## src/rtl/accel_sample_reader.sv

```systemverilog
// SPI mode-3 master: writes the accelerometer POWER_CTL register once after reset,
// then reads one 10-bit axis every SAMPLE_PERIOD clocks and presents it as offset binary.
module accel_sample_reader #(
    parameter int          CLK_DIV       = 4,
    parameter int          SAMPLE_PERIOD = 5000,
    parameter logic [7:0]  AXIS_ADDR     = 8'h32
) (
    input  logic       clk,
    input  logic       rst_n,
    output logic       spi_cs_n,
    output logic       spi_sclk,
    output logic       spi_mosi,
    input  logic       spi_miso,
    output logic [7:0] acc_data,
    output logic       acc_valid,
    output logic       busy
);

    localparam int DIV_W = (CLK_DIV > 1) ? $clog2(CLK_DIV) : 1;
    localparam int PER_W = (SAMPLE_PERIOD > 1) ? $clog2(SAMPLE_PERIOD) : 1;

    localparam logic [DIV_W-1:0] DIV_LAST = DIV_W'(CLK_DIV - 1);
    localparam logic [PER_W-1:0] PER_LAST = PER_W'(SAMPLE_PERIOD - 1);

    // A frame of N bits spans half-periods 0..2N+1: setup, N x (low, high), hold.
    localparam logic [5:0] WR_HOLD    = 6'd33;
    localparam logic [5:0] RD_HOLD    = 6'd49;
    localparam logic [5:0] WR_LAST_HI = 6'd32;
    localparam logic [5:0] RD_LAST_HI = 6'd48;

    // Frames are left-aligned so the shifter always drives bit 23.
    localparam logic [23:0] WR_FRAME = {8'h2D, 8'h08, 8'h00};
    localparam logic [23:0] RD_FRAME = {2'b11, AXIS_ADDR[5:0], 16'h0000};

    typedef enum logic [2:0] {
        S_INIT,
        S_XFER,
        S_GAP,
        S_WAIT,
        S_DONE
    } state_t;

    state_t           state;
    state_t           state_nxt;
    logic [DIV_W-1:0] div_cnt;
    logic [5:0]       half_cnt;
    logic [PER_W-1:0] period_cnt;
    logic [23:0]      tx_sh;
    logic [15:0]      rx_sh;
    logic             is_read;
    logic [7:0]       data_q;
    logic             valid_q;

    logic       div_last;
    logic       period_last;
    logic [5:0] hold_half;
    logic [5:0] last_high;
    logic       in_xfer;
    logic       xfer_end;
    logic       sclk_low;
    logic       shift_tx;
    logic       sample_rx;

    assign in_xfer     = (state == S_XFER);
    assign div_last    = (div_cnt == DIV_LAST);
    assign period_last = (period_cnt == PER_LAST);
    assign hold_half   = is_read ? RD_HOLD : WR_HOLD;
    assign last_high   = is_read ? RD_LAST_HI : WR_LAST_HI;
    assign xfer_end    = in_xfer && div_last && (half_cnt == hold_half);
    assign sclk_low    = in_xfer && half_cnt[0] && (half_cnt != hold_half);
    // MOSI advances only as SCLK falls into the next bit, never into the hold phase.
    assign shift_tx    = in_xfer && div_last && !half_cnt[0] && (half_cnt != 6'd0)
                         && (half_cnt != last_high);
    assign sample_rx   = in_xfer && (div_cnt == '0) && !half_cnt[0] && (half_cnt != 6'd0);

    assign spi_cs_n  = !in_xfer;
    assign spi_sclk  = !sclk_low;
    assign spi_mosi  = in_xfer && tx_sh[23];
    assign busy      = in_xfer;
    assign acc_data  = data_q;
    assign acc_valid = valid_q;

    always_ff @(posedge clk or negedge rst_n) begin
        if (!rst_n) begin
            state <= S_INIT;
        end else begin
            state <= state_nxt;
        end
    end

    // NOTE: state_nxt gets its default before the case so no path leaves it unassigned (no latch).
    always_comb begin
        state_nxt = state;
        case (state)
            S_INIT: state_nxt = S_XFER;
            S_XFER: if (xfer_end) state_nxt = is_read ? S_DONE : S_GAP;
            S_GAP:  if (div_last) state_nxt = S_WAIT;
            S_WAIT: if (period_last) state_nxt = S_XFER;
            S_DONE: state_nxt = S_WAIT;
            default: state_nxt = S_INIT;
        endcase
    end

    // NOTE: sequential state uses non-blocking assignments so every register sees pre-edge values.
    always_ff @(posedge clk or negedge rst_n) begin
        if (!rst_n) begin
            div_cnt    <= '0;
            half_cnt   <= '0;
            period_cnt <= '0;
            tx_sh      <= '0;
            rx_sh      <= '0;
            is_read    <= 1'b0;
        end else begin
            if ((in_xfer || state == S_GAP) && !div_last) begin
                div_cnt <= div_cnt + 1'b1;
            end else begin
                div_cnt <= '0;
            end

            if (!in_xfer || xfer_end) begin
                half_cnt <= '0;
            end else if (div_last) begin
                half_cnt <= half_cnt + 6'd1;
            end

            // Runs through transfers so read starts stay exactly one period apart.
            if (state == S_GAP || period_last) begin
                period_cnt <= '0;
            end else begin
                period_cnt <= period_cnt + 1'b1;
            end

            if (state == S_INIT) begin
                tx_sh   <= WR_FRAME;
                is_read <= 1'b0;
            end else if (state == S_WAIT && period_last) begin
                tx_sh   <= RD_FRAME;
                is_read <= 1'b1;
            end else if (shift_tx) begin
                tx_sh <= {tx_sh[22:0], 1'b0};
            end

            if (sample_rx) begin
                rx_sh <= {rx_sh[14:0], spi_miso};
            end
        end
    end

    // rx_sh holds {X0, X1}; the 10-bit sample is {X1[1:0], X0}, sign bit inverted.
    always_ff @(posedge clk or negedge rst_n) begin
        if (!rst_n) begin
            data_q  <= 8'h80;
            valid_q <= 1'b0;
        end else begin
            valid_q <= (state == S_DONE);
            if (state == S_DONE) begin
                data_q <= {~rx_sh[1], rx_sh[0], rx_sh[15:10]};
            end
        end
    end

endmodule

```

## config.mk

```make
export PLATFORM = sky130hd
export DESIGN_NAME = accel_sample_reader
export DESIGN_NICKNAME = d
export VERILOG_FILES = /design/src/rtl/accel_sample_reader.sv
export SDC_FILE = /design/constraint.sdc
export NUM_CORES = 1
export LEC_CHECK = 0
export BUFFER_PORTS_ARGS = -buffer_cell sky130_fd_sc_hd__buf_2
export CORE_MARGIN = 5
export CORE_UTILIZATION = 60
export CTS_CLUSTER_SIZE = 20
export DETAILED_ROUTE_END_ITERATION = 10
export GPL_ROUTABILITY_DRIVEN = 0
export GPL_TIMING_DRIVEN = 1
export PLACE_DENSITY_LB_ADDON = 0.2
export SYNTH_ARGS = -nofsm -noshare
export SYNTH_HDL_FRONTEND = slang
export SYNTH_SLANG_ARGS = --single-unit
```

## constraint.sdc

```tcl
create_clock -name clk -period 5.5 [get_ports clk]
set_clock_uncertainty 0.1 [all_clocks]
set_input_delay 0 -clock clk [delete_from_list [all_inputs] [get_ports clk]]
set_output_delay 0 -clock clk [all_outputs]
set_load 0.02 [all_outputs]
```

* Word level (Yosys, flattened, before mapping)
Index checks and enable logic that the tools add are counted.
Widths: inputs -> output; s select.
** Storage, ports and cells
- Input bits :: 3
- Register bits after elaboration :: 74
- Output and inout bits :: 13
** Cells by class
- Multiplexer cells :: 16
- Add/subtract/negate cells :: 3
- Reductions and logical operators :: 27
- Eq/ne operators :: 12
- Bitwise gates (word level) :: 1
** Operator list (number)
- $mux 24 :: 3
- $pmux 3 s5 :: 1
- $add 13x1->13 const B :: 1
- $eq 13x13->1 const B :: 1
- $logic_and 1x1->1 :: 13
- $mux 13 :: 1
- $mux 3 :: 4
- $mux 6 :: 2
- $ne 6x6->1 :: 2
- $mux 5 :: 2
- $add 6x1->6 const B :: 1
- $eq 3x2->1 const B :: 2
- $eq 6x6->1 :: 1
- $reduce_bool 6->1 :: 1
- $logic_not 1->1 :: 4
- $ne 2x2->1 const B :: 2
- $reduce_bool 2->1 :: 2
- $eq 3x1->1 const B :: 1
- $eq 3x3->1 const B :: 1
- $logic_not 3->1 :: 1
- $logic_or 1x1->1 :: 3
- $reduce_and 3->1 :: 1
- $reduce_bool 3->1 :: 1
- $add 2x1->2 const B :: 1
- other kinds (6) :: 7

* Longest topological paths before layout
Gate-level depths: netlist of the first run.
- Depth in word-level cells :: 8
- Gate-level depth with buffers :: 7
- Gate-level depth less buffers :: 6

* Least setup slack after synthesis of the first run
OpenSTA, ideal clock, no wires.
- Path type :: register -> register
- Start point :: register half_cnt[0]
- End point :: register rx_sh[10]
- Required time :: 5275 ps
- Setup time :: 125 ps
- Arrival :: 1686 ps
- Path slack :: 3589 ps
- Path buffers :: 1
- Stages on the path, launching flop included :: 7
- Clock period less this slack :: 1911 ps
- Path through :: dfrtp_1 inv_1 ha_1 nand2_1 o311ai_4 buf_6 mux2_4
** Between the ends
- Cells in the longest elaborated chain, start to end :: 3
** RTL lines
- from (decl) :: line 46 : logic [5:0] half_cnt;
- from (signal assigned) :: line 123 : half_cnt <= half_cnt + 6'd1;
- branches (longest 2 deep; another with $reduce_bool 6->1)
- $logic_and 1x1->1 (*) :: line 74 : assign sample_rx = in_xfer && (div_cnt == '0) && !half_cnt[0] && (half_cnt != 6'd0);
- to (signal assigned) :: line 144 : rx_sh <= {rx_sh[14:0], spi_miso};
- to (decl) :: line 49 : logic [15:0] rx_sh;
Mark *: on every way between the ends.
A chain may end at the register's enable or synchronous reset.

* Worst setup path in the final report of the first run
- Start point :: register period_cnt[0]
- End point :: register tx_sh[18]
** Between the ends
- Cells in the longest elaborated chain, start to end :: 4
** RTL lines
- from (decl) :: line 47 : logic [PER_W-1:0] period_cnt;
- from (signal assigned) :: line 130 : period_cnt <= period_cnt + 1'b1;
- $eq 13x13->1 (*) :: line 66 : assign period_last = (period_cnt == PER_LAST);
- $logic_and 1x1->1 (*) :: line 136 : end else if (state == S_WAIT && period_last) begin
- $mux 24 :: line 136
- $mux 24 :: line 133 : if (state == S_INIT) begin
- to (signal assigned) :: line 140 : tx_sh <= {tx_sh[22:0], 1'b0};
- to (decl) :: line 48 : logic [23:0] tx_sh;
Mark *: on every way between the ends. The rest lies on a longest branch, timed or not.

==> results of run 1 <==
==> sequential cells by signal (all words and copies together) (netlist names) <==
signal,flops
is_read,1
state,3
rx_sh,16
acc_valid,1
period_cnt,13
acc_data,8
half_cnt,6
div_cnt,2
tx_sh,13
==> worst reg2reg max path, delay by kind of cell (launching register included) <==
family,cells,cell delay [ns]
AND/OR/NAND/NOR,2,0.98
AO/OA/AOI/OAI,1,0.54
flip-flops,1,0.42
adder cells (fa/ha/maj),1,0.27
==> through the flow <==
step | cell area, sq um | instances | utilization, % | power, mW
after floorplan | 2960 | 258 | - | 0.478
after global placement | 3080 | 333 | 64.9 | 0.488
after detailed placement | 3080 | 333 | 64.9 | 0.489
after CTS | 3380 | 351 | 71.2 | 1.04
after global routing | 3380 | 351 | 71.2 | 1.07
final | 3380 | 351 | 71.2 | 1.03
==> cells by family (layout without fill, tap and decap cells) <==
family	count (synthesis)	count (layout)	share of synthesized area [%]
DFF	63	63	53.3
adders and majority gates	6	6	2.53
muxes	24	24	10.4
and+or+nand+nor	93	93	17.4
AOI/OAI and AO/OA	35	35	8.79
buffers and inverters	24	50	3.76
xor gates and xnor gates	13	13	3.84
==> cell usage after synthesis (2+ instances only) <==
library cell,instances,area (sq um)
sky130_fd_sc_hd__dfrtp_1,62,1550
sky130_fd_sc_hd__nor2_1,21,78.8
sky130_fd_sc_hd__nand3_1,20,100
sky130_fd_sc_hd__inv_1,14,52.6
sky130_fd_sc_hd__nand2_1,14,52.6
sky130_fd_sc_hd__mux2_2,13,146
sky130_fd_sc_hd__mux2_4,10,150
sky130_fd_sc_hd__o21ai_0,10,50.1
sky130_fd_sc_hd__xnor2_1,10,87.6
sky130_fd_sc_hd__a21oi_1,7,35.0
sky130_fd_sc_hd__nor3_1,7,35.0
sky130_fd_sc_hd__ha_1,6,75.1
sky130_fd_sc_hd__buf_2,5,25.0
sky130_fd_sc_hd__nor4_1,5,31.3
sky130_fd_sc_hd__a311oi_1,4,35.0
sky130_fd_sc_hd__and3_1,4,25.0
sky130_fd_sc_hd__clkbuf_1,3,11.3
sky130_fd_sc_hd__nand2b_1,3,18.8
sky130_fd_sc_hd__nand4_1,3,18.8
sky130_fd_sc_hd__or3_1,3,18.8
sky130_fd_sc_hd__xor2_1,3,26.3
sky130_fd_sc_hd__buf_6,2,22.5
sky130_fd_sc_hd__nor4b_1,2,17.5
sky130_fd_sc_hd__o211ai_1,2,15.0
==> final timing paths <==
| kind | from | endpoint | slack, ns |
|---|---|---|---|
| worst max register to register | period_cnt[0] | tx_sh[18] | 3.08 |
| worst max-delay path | period_cnt[0] | tx_sh[18] | 3.08 |
| min in group clk | rx_sh[1] | acc_data[7] | 0.36 |
| max in group asynchronous | rst_n | div_cnt[1] | 4.53 |
| worst min-delay path | rst_n | acc_data[0] | 0.25 |
| worst min register to register | rx_sh[1] | acc_data[7] | 0.36 |
==> where the power goes <==
part / switching (mW) / total, mW / internal [mW] / leakage (nW)
combinational: 0.00943 / 0.0136 / 0.00416 / 0.582
sequential: 0.00160 / 0.467 / 0.466 / 0.818
clock: 0.178 / 0.550 / 0.372 / 0.136
total: 0.189 / 1.03 / 0.841 / 1.54
==> final cells by class <==
| cell class | instances | share of cell area, % |
|---|---|---|
| flip-flops and latches | 63 | 46.6 |
| multi-input cells | 171 | 37.6 |
| clock buffers | 11 | 4.47 |
| clock inverters | 5 | 3.77 |
| repair buffers | 20 | 3.48 |
| well taps | 67 | 2.48 |
| inverters | 14 | 1.55 |
==> metal layers <==
layer / global-route usage (%) / share of wire [%]
met1: 26.4 / 49
met2: 25.7 / 45
met3: 5.94 / 3.8
met4: 8.45 / 1.8
met5: 0 / 0
==> impl_metrics.sql, run 1 <==
INSERT INTO impl_metrics (metric_group, metric, value, unit) VALUES
('critical_path', 'worst-path-stages', '4', ''),
('clock_network', 'cts.htree.levels', '3', ''),
('logic_synthesis', 'syn_area_per_cell', '11.5', 'sq um'),
('logic_synthesis', 'synth.lib_cells_used.distinct', '49', ''),
('critical_path', 'critical_path.top_delay_family', 'simple AND/OR/NAND/NOR gates', ''),
('global_routing', 'grt_max_degree', '64', ''),
('logic_synthesis', 'synth.yosys.seq_area_share', '53.3', '%'),
('timing', 'finalCritPeriodShare', '43.9', '%'),
('die', 'core-area', '0.00475', 'sq mm'),
('global_routing', 'grt_pass1_wl', '9040', 'um'),
('timing', 'finalCriticalPeriod', '2.42', 'ns'),
('clock_network', 'cts_resized', '0', ''),
('place', 'worst_slack_at_placement', '3.15', 'ns'),
('drt', 'route.detailed.wl_per_inst', '15.0', 'um'),
('global_routing', 'first_global_vias', '1907', ''),
('critical_path', 'crit_buf_inv', '0', ''),
('timing', 'setup-tns-final', '0', 'ns'),
('layout', 'multi_input_area', '0.00127', 'sq mm'),
('clock_network', 'clock_latency', '0.34', 'ns'),
('place', 'hpwl', '3300', 'um'),
('critical_path', 'critical_path_required', '5.62', 'ns'),
('place', 'portBuffers', '15', ''),
('logic_synthesis', 'synth_fp_nets', '267', ''),
('global_routing', 'number_of_antenna_violations_at_the_first_check_in_global_routing', '0', ''),
('critical_path', 'worst-endpoint-arrival', '2.54', 'ns'),
('clock_network', 'clk_path_buf_depth', '2', ''),
('logic_synthesis', 'dominantRegCellSynth', 'sky130_fd_sc_hd__dfrtp_1', ''),
('layout', 'num-fill-cells', '341', ''),
('timing', 'max_freq', '0.414', 'GHz'),
('clock_network', 'postCtsHoldBufs', '2', ''),
('layout', 'finalNetCount', '288', ''),
('timing', 'drv_slew', '0', ''),
('layout', 'num_antenna_cells', '0', ''),
('run_status', 'outcome', 'finished clean', ''),
('critical_path', 'kind_of_capture_point_of_the_worst_setup_path', 'flop', ''),
('clock_network', 'clock_sink_count', '63', ''),
('critical_path', 'critical_path_cell_list', 'ha_1, nor4bb_1, nand4_1, a311o_1', ''),
('layout', 'leading_cell_type_in_the_layout_fill_and_taps_excluded', 'sky130_fd_sc_hd__dfrtp_1', ''),
('power_and_ir_drop', 'vdd.ir_drop.worst', '0.196', 'mV'),
('layout', 'areaGrowthSynthToFinish', '14.2', '%'),
('power_and_ir_drop', 'power_per_unit_of_standard_cell_area', '305', 'mW/mm^2'),
('worst_hold_path', 'hold_path_class', 'input port to async pin', ''),
('logic_synthesis', 'async_reset_ff_share', '100', '%'),
('layout', 'layout.cells.most_common_list', 'sky130_fd_sc_hd__dfrtp_1 (62), sky130_fd_sc_hd__nor2_1 (21), sky130_fd_sc_hd__nand3_1 (20)', ''),
('layout', 'regArea', '0.00158', 'sq mm'),
('clock_network', 'cts_root_buf', 'sky130_fd_sc_hd__clkbuf_8', ''),
('clock_network', 'clkTransAtPathRegs', '0.07', 'ns'),
('timing', 'final_critical_path_setup_slack', '3.08', 'ns'),
('die', 'die_x', '80.3', 'um'),
('timing', 'fin_worst_hold_slack', '0.253', 'ns'),
('drt', 'drt_drc_violations_left', '0', ''),
('layout', 'post_route_cells_drive_above_1_share', '23.2', '%'),
('global_routing', 'grt-ovfl-total', '0', ''),
('critical_path', 'worst_r2r_path_depth', '4', ''),
('timing', 'tightestPinTransition', '0.996', 'ns'),
('logic_synthesis', 'synthesis.area', '0.00296', 'sq mm'),
('die', 'initial_core_utilization', '62.3', '%'),
('logic_synthesis', 'synth.yosys.warnings', '0', ''),
('logic_synthesis', 'synth_cells', '258', ''),
('global_routing', 'global_route.usage.total', '18.6', '%'),
('drt', 'firstDrtPassIters', '4', ''),
('drt', 'drt_first_iter_violations', '110', ''),
('drt', 'drtAntennaViolNets', '0', ''),
('timing', 'final_setup_fails', '0', ''),
('logic_synthesis', 'synth_edf_count', '0', ''),
('timing', 'rsz0062_at_grt', 'false', ''),
('drt', 'routed_via_density', '5.75', ''),
('logic_synthesis', 'ys_ff_latch', '63', ''),
('clock_network', 'post_cts_buffers', '0', ''),
('drt', 'routed-via-count', '2019', ''),
('timing', 'maxSlewHeadroom', '33.5', '%');
Note: power is estimated with default switching activity, not from simulation.
==> run 2: changes to the inputs <==
==> constraint.sdc (replaced) <==
create_clock -name clk -period 2.5 [get_ports clk]
set_clock_uncertainty 0.1 [all_clocks]
set_input_delay 0 -clock clk [delete_from_list [all_inputs] [get_ports clk]]
set_output_delay 0 -clock clk [all_outputs]
set_load 0.02 [all_outputs]
==> impl_metrics.sql, run 2 (synthesized netlist as in run 1, its figures left out) <==
INSERT INTO impl_metrics (metric_group, metric, value, unit) VALUES
('critical_path', 'rrSetupSlack', '0.44', 'ns'),
('timing', 'final_setup_fails', '0', ''),
('layout', 'largest_register_ff_count', '16', ''),
('drt', 'drt_first_iter_violations', '66', ''),
('timing', 'rsz0062_at_grt', 'false', ''),
('critical_path', 'timing.critical_path.fanout_max', '10', ''),
('timing', 'finalCriticalPeriod', '2.06', 'ns'),
('die', 'initial_core_utilization', '62.3', '%'),
('layout', 'finalNetCount', '290', ''),
('power_and_ir_drop', 'leakagePower', '1.51', 'nW'),
('timing', 'finalCritPeriodShare', '82.5', '%'),
('layout', 'post_route_cells_drive_above_1_share', '23.8', '%'),
('clock_network', 'clkTransAtPathRegs', '0.07', 'ns'),
('layout', 'areaGrowthSynthToFinish', '12.4', '%'),
('clock_network', 'cts_buffers', '9', ''),
('clock_network', 'clock_sink_count', '63', ''),
('critical_path', 'launch_point_of_the_critical_path', 'period_cnt[0]', ''),
('clock_network', 'cts.htree.levels', '3', ''),
('clock_network', 'clk_path_buf_depth', '2', ''),
('clock_network', 'clock_latency', '0.34', 'ns'),
('layout', 'num-fill-cells', '359', ''),
('clock_network', 'cts_root_buf', 'sky130_fd_sc_hd__clkbuf_8', ''),
('critical_path', 'startpoint_types', 'flop', ''),
('global_routing', 'first_global_vias', '1968', ''),
('drt', 'routed_via_density', '5.67', ''),
('global_routing', 'number_of_antenna_violations_at_the_first_check_in_global_routing', '0', ''),
('timing', 'maxSlewHeadroom', '58.9', '%'),
('global_routing', 'grt-ovfl-total', '0', ''),
('drt', 'routed_wl', '5100', 'um'),
('critical_path', 'critical_path.reg2reg.startpoint', 'period_cnt[0]', ''),
('clock_network', 'tritoncts_clock_tree', 'built', ''),
('drt', 'routed-via-count', '2003', ''),
('die', 'core-area', '0.00475', 'sq mm'),
('die', 'floorplan.die_area', '0.00644', 'sq mm'),
('run_status', 'outcome', 'finished clean', ''),
('global_routing', 'grt_pass1_wl', '9230', 'um'),
('place', 'hpwl', '3390', 'um'),
('drt', 'drt_drc_violations_left', '0', ''),
('timing', 'setup-tns-final', '0', 'ns'),
('power_and_ir_drop', 'power_per_unit_of_standard_cell_area', '580', 'mW/mm^2'),
('place', 'placedCellCount', '335', ''),
('timing', 'report.final.hold_viol_count', '0', ''),
('layout', 'max_flop_register', 'rx_sh', ''),
('die', 'floorplan.io_pins', '16', ''),
('timing', 'drv_slew', '0', ''),
('flow_run', 'drv_cap', '0', ''),
('die', 'rows', '25', ''),
('critical_path', 'timing_worst_setup_path_type', 'flop to flop', ''),
('drt', 'route.detailed.wl_per_inst', '14.4', 'um'),
('drt', 'drtAntennaViolNets', '0', ''),
('die', 'die_height', '80.3', 'um'),
('power_and_ir_drop', 'vdd.ir_drop.worst', '0.303', 'mV'),
('critical_path', 'worst_r2r_path_depth', '5', ''),
('drt', 'firstDrtPassIters', '4', ''),
('layout', 'biggestRegsByFlops', 'rx_sh (16), period_cnt (13), tx_sh (13)', ''),
('global_routing', 'global_route.usage.total', '19.0', '%'),
('place', 'portBuffers', '15', ''),
('clock_network', 'post_cts_buffers', '0', ''),
('timing', 'tightestPinTransition', '0.616', 'ns'),
('layout', 'final_cells', '353', ''),
('layout', 'leading_cell_type_in_the_layout_fill_and_taps_excluded', 'sky130_fd_sc_hd__dfrtp_1', ''),
('die', 'die_x', '80.3', 'um'),
('critical_path', 'kind_of_capture_point_of_the_worst_setup_path', 'flop', ''),
('layout', 'num_antenna_cells', '0', ''),
('critical_path', 'worst-endpoint-arrival', '2.20', 'ns'),
('global_routing', 'grt_max_degree', '38', ''),
('critical_path', 'timing.critical_path.to', 'tx_sh[17]', ''),
('critical_path', 'critical_path_required', '2.63', 'ns'),
('worst_hold_path', 'hold_path_class', 'input port to async pin', ''),
('critical_path', 'crit-reg2reg-capture', 'tx_sh[17]', ''),
('layout', 'layout.cells.most_common_list', 'sky130_fd_sc_hd__dfrtp_1 (62), sky130_fd_sc_hd__nor2_1 (21), sky130_fd_sc_hd__nand3_1 (20)', ''),
('timing', 'max_freq', '0.485', 'GHz');
-- run 2: how the worst min path moves through the flow --
stage	start	end	slack (ns)	cells after the start
after floorplan	rst_n	acc_data[0]	-0.40	0
after global placement	rst_n	acc_data[3]	-0.06	1
after detailed placement	rst_n	acc_data[3]	-0.04	1
after CTS	rst_n	tx_sh[20]	0.12	2
after global routing	rst_n	acc_data[3]	0.15	2
final	rst_n	tx_sh[20]	0.10	2
-- run 2: worst max-delay path, stage by stage, from the launching register on --
cell and delay (ns):
sky130_fd_sc_hd__dfrtp_1 0.41, sky130_fd_sc_hd__ha_1 0.24, sky130_fd_sc_hd__nor4bb_1 0.38, sky130_fd_sc_hd__nand4_1 0.29
sky130_fd_sc_hd__buf_4 0.27, sky130_fd_sc_hd__a311oi_1 0.27
-- run 2: report_power, final --
group | internal (mW) | switching [mW]
Sequential | 1.02 | 0.00272
Clock | 0.481 | 0.390
Combinational | 0.0113 | 0.0211
Total | 1.52 | 0.414
-- run 2: repair_timing --
| item | 4_1_cts | 5_1_grt |
|---|---|---|
| hold buffers | 2 | 0 |
| hold endpoints to repair | 27 | 0 |
| gates resized for setup | 0 | 0 |
-- run 2: layer usage --
metal  vias to the layer above  part of all wire [%]  wire length (um)  GRT usage, %
met5                         -                     0                 0             0
met4                         0                   2.8               144          11.3
met3                        13                   4.6               235          5.61
met2                        44                    45              2270          27.3
met1                       984                    48              2450          25.2
li1                        962                     -                 -             -
-- run 2: final cells by class --
class	count	area [sq um]	area share [%]
tap	67	83.8	2.52
clock buffer	10	138	4.13
sequential	63	1580	47.4
multi-input combinational	171	1270	38.2
clock inverter	6	60.1	1.80
timing repair buffer	22	145	4.36
inverter	14	52.6	1.58
-- run 2: per-stage QoR --
| stage | util, % | hold WS (ns) | power (mW) | cell area [sq um] | setup WS, ns |
|---|---|---|---|---|---|
| finish | 70.0 | 0.101 | 1.93 | 3330 | 0.438 |
| global route | 70.0 | 0.150 | 2.01 | 3330 | 0.295 |
| CTS | 70.0 | 0.119 | 1.95 | 3330 | 0.444 |
| detailed placement | 65.4 | -0.0390 | 1.08 | 3110 | 0.458 |
| global placement | 65.4 | -0.0572 | 1.08 | 3110 | 0.529 |
| floorplan | - | -0.396 | 1.05 | 2960 | 0.589 |
==> run 3: changes to the inputs <==
--- a/config.mk
+++ b/config.mk
@@ -7,7 +7,7 @@
 export LEC_CHECK = 0
 export BUFFER_PORTS_ARGS = -buffer_cell sky130_fd_sc_hd__buf_2
 export CORE_MARGIN = 5
-export CORE_UTILIZATION = 60
+export CORE_UTILIZATION = 54
 export CTS_CLUSTER_SIZE = 20
 export DETAILED_ROUTE_END_ITERATION = 10
 export GPL_ROUTABILITY_DRIVEN = 0
==> constraint.sdc (replaced) <==
create_clock -name clk -period 1.8 [get_ports clk]
set_clock_uncertainty 0.1 [all_clocks]
set_input_delay 0 -clock clk [delete_from_list [all_inputs] [get_ports clk]]
set_output_delay 0 -clock clk [all_outputs]
set_load 0.02 [all_outputs]
==> impl_metrics.sql, run 3 (synthesized netlist as in run 1, its figures left out) <==
INSERT INTO impl_metrics (metric_group, metric, value, unit) VALUES
('run_status', 'outcome', 'finished with violations', ''),
('run_status', 'violations', 'negative setup slack', ''),
('critical_path', 'worst-path-stages', '5', ''),
('clock_network', 'clock_latency', '0.34', 'ns'),
('die', 'floorplan.die_area', '0.00707', 'sq mm'),
('die', 'rows', '27', ''),
('power_and_ir_drop', 'vdd.ir_drop.worst', '0.359', 'mV'),
('drt', 'drt_drc_violations_left', '0', ''),
('layout', 'multi_input_area', '0.00133', 'sq mm'),
('critical_path', 'critical_path.reg2reg.startpoint', 'state[1]', ''),
('timing', 'report.final.hold_viol_count', '0', ''),
('critical_path', 'critical_path_cell_list', 'buf_6, nor4b_4, o311ai_4, buf_12, mux2_4', ''),
('drt', 'route.detailed.wl_per_inst', '14.3', 'um'),
('drt', 'drtAntennaViolNets', '0', ''),
('flow_run', 'drv_cap', '0', ''),
('clock_network', 'clk_path_buf_depth', '2', ''),
('place', 'worst_slack_at_placement', '-0.00948', 'ns'),
('clock_network', 'clkTransAtPathRegs', '0.07', 'ns'),
('critical_path', 'slowest_cell_on_crit_path', 'sky130_fd_sc_hd__dfrtp_2', ''),
('clock_network', 'cts_root_buf', 'sky130_fd_sc_hd__clkbuf_8', ''),
('global_routing', 'global_route.usage.total', '16.8', '%'),
('global_routing', 'number_of_antenna_violations_at_the_first_check_in_global_routing', '0', ''),
('timing', 'finalCriticalPeriod', '1.81', 'ns'),
('drt', 'drt_first_iter_violations', '101', ''),
('clock_network', 'cts_buffers', '9', ''),
('die', 'die_height', '84.1', 'um'),
('layout', 'largest_register_ff_count', '16', ''),
('layout', 'max_flop_register', 'rx_sh', ''),
('die', 'core-area', '0.00541', 'sq mm'),
('timing', 'final_critical_path_setup_slack', '-0.00761', 'ns'),
('critical_path', 'timing.critical_path.fanout_max', '16', ''),
('critical_path', 'crit-reg2reg-capture', 'rx_sh[9]', ''),
('global_routing', 'grt_pass1_wl', '9550', 'um'),
('layout', 'num-fill-cells', '402', ''),
('clock_network', 'tritoncts_clock_tree', 'built', ''),
('critical_path', 'worst_r2r_path_depth', '5', ''),
('place', 'hpwl', '3790', 'um'),
('layout', 'num_antenna_cells', '0', ''),
('critical_path', 'timing_worst_setup_path_type', 'flop to flop', ''),
('global_routing', 'grt_max_degree', '33', ''),
('place', 'placedCellCount', '366', ''),
('layout', 'leading_cell_type_in_the_layout_fill_and_taps_excluded', 'sky130_fd_sc_hd__dfrtp_1', ''),
('clock_network', 'cts.htree.levels', '3', ''),
('drt', 'firstDrtPassIters', '4', ''),
('layout', 'biggestRegsByFlops', 'rx_sh (16), period_cnt (13), tx_sh (13)', ''),
('layout', 'areaGrowthSynthToFinish', '23.1', '%'),
('layout', 'finalNetCount', '322', ''),
('critical_path', 'kind_of_capture_point_of_the_worst_setup_path', 'flop', ''),
('drt', 'routed_via_density', '5.40', ''),
('critical_path', 'critical_path.top_delay_family', 'flip-flops', ''),
('power_and_ir_drop', 'power_per_unit_of_standard_cell_area', '698', 'mW/mm^2'),
('timing', 'final_setup_fails', '8', ''),
('critical_path', 'crit_buf_inv', '2', ''),
('die', 'die_x', '84.1', 'um'),
('layout', 'final_cells', '390', ''),
('timing', 'max_freq', '0.553', 'GHz'),
('critical_path', 'startpoint_types', 'flop', ''),
('global_routing', 'first_global_vias', '2089', ''),
('layout', 'regArea', '0.00158', 'sq mm'),
('global_routing', 'grt-ovfl-total', '0', ''),
('layout', 'post_route_cells_drive_above_1_share', '36.5', '%'),
('clock_network', 'clock_sink_count', '63', ''),
('layout', 'layout.core_utilization', '67.4', '%'),
('die', 'floorplan.io_pins', '16', ''),
('timing', 'finalCritPeriodShare', '100', '%'),
('timing', 'rsz0062_at_grt', 'true', ''),
('timing', 'maxSlewHeadroom', '60.2', '%'),
('layout', 'layout.cells.most_common_list', 'sky130_fd_sc_hd__dfrtp_1 (59), sky130_fd_sc_hd__buf_4 (32), sky130_fd_sc_hd__nor2_1 (19), sky130_fd_sc_hd__nand3_1 (19), sky130_fd_sc_hd__buf_2 (14)', ''),
('timing', 'drv_slew', '0', ''),
('drt', 'routed-via-count', '2107', ''),
('critical_path', 'critical_path_required', '1.93', 'ns'),
('power_and_ir_drop', 'leakagePower', '1.66', 'nW'),
('critical_path', 'worst-endpoint-arrival', '1.94', 'ns'),
('critical_path', 'timing.critical_path.slowest_cell_delay', '0.44', 'ns'),
('worst_hold_path', 'hold_path_class', 'input port to async pin', ''),
('die', 'initial_core_utilization', '54.8', '%'),
('place', 'portBuffers', '15', ''),
('critical_path', 'rrSetupSlack', '-0.008', 'ns'),
('timing', 'setup-tns-final', '-0.0360', 'ns'),
('timing', 'tightestPinTransition', '0.597', 'ns'),
('drt', 'routed_wl', '5580', 'um');
## run 3: final cells by class
type	count	share of cell area (%)
multi-input combinational	171	36.5
inverter	14	1.44
timing repair buffer	54	11.4
clock inverter	7	1.37
clock buffer	9	3.40
sequential	63	43.4
tap	72	2.47
## run 3: power breakdown
group	internal, mW	switching [mW]
Sequential	1.42	0.00361
Combinational	0.0171	0.0304
Clock	0.497	0.573
## run 3: worst max-delay path by stage
stage                  start   endpoint
6_report            state[1]   rx_sh[9]
4_1_cts          half_cnt[0]   rx_sh[2]
3_5_place_dp   period_cnt[0]  tx_sh[17]
3_3_place_gp     half_cnt[1]   rx_sh[4]
2_1_floorplan    half_cnt[0]  rx_sh[10]
5_1_grt             state[1]   rx_sh[9]
## run 3: stage by stage
step | power, mW | cell area (sq um) | hold WS (ns)
floorplan | 1.46 | 2980 | -0.396
global placement | 1.50 | 3350 | -0.0686
detailed placement | 1.50 | 3350 | -0.0695
CTS | 2.57 | 3570 | 0.113
global route | 2.65 | 3640 | 0.152
finish | 2.54 | 3640 | 0.114
## run 3: timing repair
action,CTS,global route
cloned,0,1
resized for setup,5,14
hold buffers,2,0
hold endpoints to repair,56,0
setup endpoints to repair,6,21
pin swaps,1,3
buffers inserted,1,4
## run 3: per-layer routing
| layer | track usage (%) | vias to the layer above | part of all wire (%) |
|---|---|---|---|
| li1 | - | 1030 | - |
| met4 | 9.21 | 0 | 2.3 |
| met3 | 3.26 | 13 | 3.5 |
| met2 | 25.5 | 39 | 47 |
| met1 | 22.7 | 1025 | 47 |
| met5 | 0 | - | 0 |
